===== config.mk =====
export PLATFORM = sky130hd
export DESIGN_NAME = asp_host_wr_irq_arb
export DESIGN_NICKNAME = d
export VERILOG_FILES = /design/src/rtl/asp_host_wr_irq_arb.sv
export SDC_FILE = /design/constraint.sdc
export NUM_CORES = 1
export LEC_CHECK = 0
export ABC_AREA = 0
export CAP_MARGIN = 20
export CORE_AREA = 4 4 508 510
export DETAILED_ROUTE_END_ITERATION = 6
export DIE_AREA = 0 0 512 514
export PLACE_DENSITY_LB_ADDON = 0.2
export SETUP_SLACK_MARGIN = 0.3
export SLEW_MARGIN = 10
export SYNTH_ARGS = -nofsm -noshare
export SYNTH_HDL_FRONTEND = slang
export SYNTH_SLANG_ARGS = --single-unit
export TNS_END_PERCENT = 5

===== constraint.sdc =====
create_clock -name clk -period 2.2 [get_ports clk]
set_clock_uncertainty 0.2 [all_clocks]
set_input_delay 0.44 -clock clk [delete_from_list [all_inputs] [get_ports clk]]
set_output_delay 0.44 -clock clk [all_outputs]
set_load 0.005 [all_outputs]

===== src/rtl/asp_host_wr_irq_arb.sv =====
// asp_host_wr_irq_arb
// Write-channel arbiter between the ASP write-DMA source and the host (PIM)
// write sink. It inserts single-beat interrupt writes (round-robin across
// NUM_IRQ lines) and fence + magic-number writes, only at burst boundaries.
// Optional feature macro: ASP_WR_IRQ_COALESCE_CNT_EN adds per-line 8-bit
// saturating counters of interrupt edges that arrived while already pending.
module asp_host_wr_irq_arb #(
  parameter int NUM_IRQ          = 4,
  parameter int ADDR_W           = 48,
  parameter int DATA_W           = 512,
  parameter int BURST_W          = 7,
  parameter int USER_W           = 8,
  parameter int UFLAG_IRQ        = 0,
  parameter int UFLAG_FENCE      = 1,
  parameter int RESET_PIPE_DEPTH = 4
) (
  input  logic                   clk,
  input  logic                   reset,
  input  logic [NUM_IRQ-1:0]     asp_irq,
  input  logic                   wr_fence_flag,
  input  logic                   src_wr_write,
  input  logic [ADDR_W-1:0]      src_wr_address,
  input  logic [DATA_W-1:0]      src_wr_writedata,
  input  logic [DATA_W/8-1:0]    src_wr_byteenable,
  input  logic [BURST_W-1:0]     src_wr_burstcount,
  output logic                   src_wr_waitrequest,
  output logic                   snk_wr_write,
  output logic [ADDR_W-1:0]      snk_wr_address,
  output logic [DATA_W-1:0]      snk_wr_writedata,
  output logic [DATA_W/8-1:0]    snk_wr_byteenable,
  output logic [BURST_W-1:0]     snk_wr_burstcount,
  output logic [USER_W-1:0]      snk_wr_user,
  input  logic                   snk_wr_waitrequest,
  output logic [NUM_IRQ*8-1:0]   irq_coalesce_cnt
);

  localparam int IRQ_ID_W = (NUM_IRQ > 1) ? $clog2(NUM_IRQ) : 1;
  localparam logic [IRQ_ID_W:0] NUM_IRQ_X = (IRQ_ID_W + 1)'(NUM_IRQ);
  localparam logic [IRQ_ID_W-1:0] RR_RESET = IRQ_ID_W'(NUM_IRQ - 1);

  typedef enum logic {S_IDLE, S_MAGIC} state_e;

  // Internal reset: asserts one cycle after reset, releases RESET_PIPE_DEPTH
  // cycles after reset drops.
  logic [RESET_PIPE_DEPTH-1:0] rst_pipe_q;
  logic                        rst_l;

  logic [NUM_IRQ-1:0]  asp_irq_q;
  logic [NUM_IRQ-1:0]  pending_q, pending_d;
  logic [NUM_IRQ-1:0]  irq_set;
  logic [NUM_IRQ-1:0]  grant_mask;
  logic [BURST_W-1:0]  beats_left_q, beats_left_d;
  logic [IRQ_ID_W-1:0] rr_ptr_q, rr_ptr_d;
  logic [IRQ_ID_W-1:0] grant_id;
  logic                grant_found;
  logic                irq_grant;
  state_e              state_q, state_d;
  logic                boundary;
  logic                src_accept;

  // Reset pipeline shift register.
  always_ff @(posedge clk) begin
    if (reset) rst_pipe_q <= '1;
    else       rst_pipe_q <= rst_pipe_q << 1;
  end

  assign rst_l      = rst_pipe_q[RESET_PIPE_DEPTH-1];
  assign irq_set    = asp_irq & ~asp_irq_q;
  assign boundary   = (beats_left_q == '0);
  assign src_accept = src_wr_write & ~src_wr_waitrequest & ~rst_l;

  // Round-robin search: first pending line at or after rr_ptr+1, wrapping.
  always_comb begin
    logic [IRQ_ID_W:0] cand;
    cand        = '0;
    grant_id    = '0;
    grant_found = 1'b0;
    for (int k = 0; k < NUM_IRQ; k++) begin
      cand = {1'b0, rr_ptr_q} + (IRQ_ID_W + 1)'(k + 1);
      if (cand >= NUM_IRQ_X) cand = cand - NUM_IRQ_X;
      if (!grant_found && pending_q[cand[IRQ_ID_W-1:0]]) begin
        grant_found = 1'b1;
        grant_id    = cand[IRQ_ID_W-1:0];
      end
    end
  end

  // Slot decision and sink muxing; pass-through unless a boundary slot is
  // taken by an interrupt or a fence.
  always_comb begin
    snk_wr_write       = src_wr_write & ~rst_l;
    snk_wr_address     = src_wr_address;
    snk_wr_writedata   = src_wr_writedata;
    snk_wr_byteenable  = src_wr_byteenable;
    snk_wr_burstcount  = src_wr_burstcount;
    snk_wr_user        = '0;
    src_wr_waitrequest = snk_wr_waitrequest;
    state_d            = state_q;
    irq_grant          = 1'b0;
    if (!rst_l && boundary && !snk_wr_waitrequest) begin
      if (grant_found) begin
        // Interrupt beat preempts both fence and data (also in MAGIC).
        irq_grant              = 1'b1;
        snk_wr_write           = 1'b1;
        snk_wr_burstcount      = BURST_W'(1);
        snk_wr_address         = ADDR_W'(grant_id);
        snk_wr_writedata       = '0;
        snk_wr_byteenable      = '1;
        snk_wr_user[UFLAG_IRQ] = 1'b1;
        src_wr_waitrequest     = 1'b1;
      end else if (state_q == S_IDLE && src_wr_write && wr_fence_flag) begin
        // Fence beat reuses the source fields; the source beat is held
        // and goes out next as the magic number.
        snk_wr_user[UFLAG_FENCE] = 1'b1;
        src_wr_waitrequest       = 1'b1;
        state_d                  = S_MAGIC;
      end else if (state_q == S_MAGIC && src_wr_write) begin
        state_d = S_IDLE;
      end
    end
  end

  // Next-state for pending set, round-robin pointer and burst tracking.
  always_comb begin
    grant_mask   = irq_grant ? (NUM_IRQ'(1) << grant_id) : '0;
    pending_d    = (pending_q & ~grant_mask) | irq_set;
    rr_ptr_d     = irq_grant ? grant_id : rr_ptr_q;
    beats_left_d = beats_left_q;
    if (src_accept) begin
      beats_left_d = boundary ? (src_wr_burstcount - BURST_W'(1))
                              : (beats_left_q - BURST_W'(1));
    end
  end

  // State registers, all cleared while the internal reset is high.
  always_ff @(posedge clk) begin
    if (rst_l) begin
      asp_irq_q    <= '0;
      pending_q    <= '0;
      beats_left_q <= '0;
      rr_ptr_q     <= RR_RESET;
      state_q      <= S_IDLE;
    end else begin
      asp_irq_q    <= asp_irq;
      pending_q    <= pending_d;
      beats_left_q <= beats_left_d;
      rr_ptr_q     <= rr_ptr_d;
      state_q      <= state_d;
    end
  end

`ifdef ASP_WR_IRQ_COALESCE_CNT_EN
  for (genvar gi = 0; gi < NUM_IRQ; gi++) begin : g_coalesce
    logic [7:0] cnt_q, cnt_d;

    assign cnt_d = (irq_set[gi] && pending_q[gi] && cnt_q != 8'hFF)
                   ? cnt_q + 8'd1 : cnt_q;

    // Count edges that merged into an already-pending request.
    always_ff @(posedge clk) begin
      if (rst_l) cnt_q <= '0;
      else       cnt_q <= cnt_d;
    end

    assign irq_coalesce_cnt[8*gi +: 8] = cnt_q;
  end
`else
  assign irq_coalesce_cnt = '0;
`endif

endmodule

==> out/qor.yml <==
placement.io_buffers: 1274
grt_max_degree: 46
cts_made_buffers: 3
avgSynthCellArea_um2: 6.59
synth_edf_count: 0
setup_slack_ns: -0.997
synth_top_flop_cell: "dfxtp_1"
grt_pass1_vias: 12400
endpoint_kind: "output pin"
drt_wl_total_um: 232000
detail_route.iter0.violations: 660
drc: 0
die_x_um: 512
finish.utilization_pct: 9.54
crit_slowest_cell: "clkdlybuf4s50_1"
drive_gt1_share_pct: 32.4
holdBufCountCts: 0
grt_antenna_before_repair: 479
fillers: 29600
firstDrtPassIters: 5
cp_cell_sequence: "or4_4 > nand3_4 > inv_16 > buf_4 > nor2b_1 > clkdlybuf4s50_1"
path_clk_slew_ns: 0.07
critPathKind: "reg2out"
violations: "setup timing"
area.growth.synth_to_final_pct: 320
netlist_instances: 872
root_buffer: "clkbuf_16"
critPathLaunchType: "register"
outcome: "finished, violations left"
io_pins: 1313
yosysWarnings: 0
dieArea_um2: 263000
hold_class: "reg2reg"
num_rows: 185
crit_arrival_ns: 2.56
fin_crit_sh_pct: 145
cts_max_level: 1
ant_nets: 0
synth_area_um2: 5750
grtUsageTotal_pct: 16.7
nets: 2825
die_y_um: 514
synth_seq_area_share_pct: 7.66
grt_overflow: 0
fin_crit_ns: 3.20
power_per_cell_area_nw_per_um2: 200
setup_viol: 643
worst_ir_drop_vdd_mv: 0.221
via_per_inst: 2.39
path_max_fanout: 21
final_cells: 5637
hold_viol: 0
clk_latency_ns: 0.26
vias: 13400
cts_tree: "built"
slew_violations: 0
power_mw: 4.83
path_buf_inv: 3
dp.cells: 5532
rsz0062_at_grt: "true"
crit_family: "buffers and inverters"
clock.fmax_ghz: 0.313
yosys.cell_types.count: 47
fp.coreArea_um2: 253000
clk_path_buf_depth: 2
grt_pass1_wl_um: 258000
critPathMaxStageDelay_ns: 0.60
leakagePower_nw: 9.83
maxCapViolations: 0
gp_congestion: 0.811
avgRoutedWirePerCell_um: 41.1
ys_ff_latch: 22
async_flop_share_pct: 0
clock_sinks: 22
dp_hpwl_um: 224000
start_util_pct: 2.27
worstPathRequired_ns: 1.56
place_worst_setup_slack_ns: -1.16
## cells in the final DEF, fill, tap and decap left out, types with 16 or more instances in the layout
master           count
dfxtp_1             18
nor2b_4             30
buf_6               31
or2_4               55
buf_12              62
dlymetal6s2s_1      98
diode_2             88
nor2b_1            468
dlygate4sd2_1       16
clkdlybuf4s15_2     36
clkdlybuf4s50_1    750
conb_1              38
clkbuf_2            64
buf_4              258
nor2b_2             73
buf_2               43
## stage by stage
stage / hold WS, ns / setup TNS [ns] / instance area (µm²)
final: 0.208 / -426.16 / 24200
after floorplan: 0.189 / -3.46 / 6060
after detailed placement: 0.194 / -477.57 / 23300
after global routing: 0.231 / -478.46 / 24000
after global placement: 0.192 / -479.22 / 23300
after CTS: 0.211 / -491.83 / 23700
## logic make-up (layout without fill, tap and decap cells)
| family | count (synthesis) | in the layout | share of synthesized area (%) |
|---|---|---|---|
| buf+inv | 116 | 1390 | 12.1 |
| mux | 3 | 3 | 0.522 |
| compound gates | 39 | 39 | 4.61 |
| other cells | 1 | 126 | 0.0652 |
| simple gates | 689 | 689 | 74.7 |
| xor+xnor | 1 | 1 | 0.152 |
| fa+ha+maj | 1 | 1 | 0.218 |
| flops | 22 | 22 | 7.66 |
## worst reg2reg max path: stages (launching register included)
cell	delay (ns)
dfxtp_1	0.31
or4_4	0.58
buf_4	0.17
o211ai_1	0.27
and2_1	0.42
o2111ai_1	0.19
a21oi_1	0.17
## cell usage after synthesis (2+ instances only)
master	number	area, µm²
a21boi_0	2	15.0
a21oi_1	11	55.1
a22o_1	2	17.5
a31oi_1	2	12.5
a41oi_1	3	26.3
and2_1	2	12.5
buf_2	61	305
buf_4	40	300
buf_6	4	45.0
clkbuf_1	4	15.0
clkbuf_2	4	20.0
dfxtp_1	22	440
inv_1	2	7.51
mux2i_1	3	30.0
nand2_1	10	37.5
nand2_2	2	12.5
nand2b_1	10	62.6
nor2_1	11	41.3
nor2b_1	571	3570
nor3_1	4	20.0
o211ai_1	2	15.0
o21ai_0	4	20.0
o21ai_1	2	10.0
o31a_1	3	26.3
or2_2	69	432
## timing repair
item	CTS	global route
gates cloned	2	5
pin swaps	1	2
resized for setup	525	440
setup endpoints to repair	649	649
setup buffers	6	0
## state kept, by name (all words and copies together) (netlist names)
signal        count
beats_left_q      7
asp_irq_q         4
pending_q         4
rst_pipe_q        4
rr_ptr_q          2
state_q           1
## area by class of cell
class | instances | area [µm²] | share of cell area [%]
multi-input cells | 771 | 5310 | 22.0
repair buffers | 1383 | 13900 | 57.3
diodes | 88 | 220 | 0.911
flip-flops and latches | 22 | 445 | 1.84
clock buffers | 3 | 75.1 | 0.311
well taps | 3366 | 4210 | 17.4
clock inverters | 1 | 30.0 | 0.124
inverters | 3 | 27.5 | 0.114
## per-layer routing
metal | GRT usage, % | routed length [µm] | vias up
met1 | 15.5 | 75800 | 5727
met3 | 18.3 | 51500 | 635
met2 | 26.2 | 99000 | 1352
met4 | 0.389 | 2610 | 392
met5 | 0 | 2640 | -
li1 | - | - | 5340
## final timing paths
kind / from / to / slack [ns] / cells after the start
max: pending_q[0] / snk_wr_address[44] / -1.0 / 6
min: rst_pipe_q[0] / rst_pipe_q[1] / 0.21 / 1
max reg2reg: pending_q[0] / beats_left_q[5] / -0.18 / 6
min reg2reg: rst_pipe_q[0] / rst_pipe_q[1] / 0.21 / 1
## report_power, final
group          switching (mW)  internal [mW]
Clock                   0.168          0.362
Sequential            0.00316          0.404
Combinational            1.60           2.29
No activity file was read; power rests on OpenSTA's default activity.
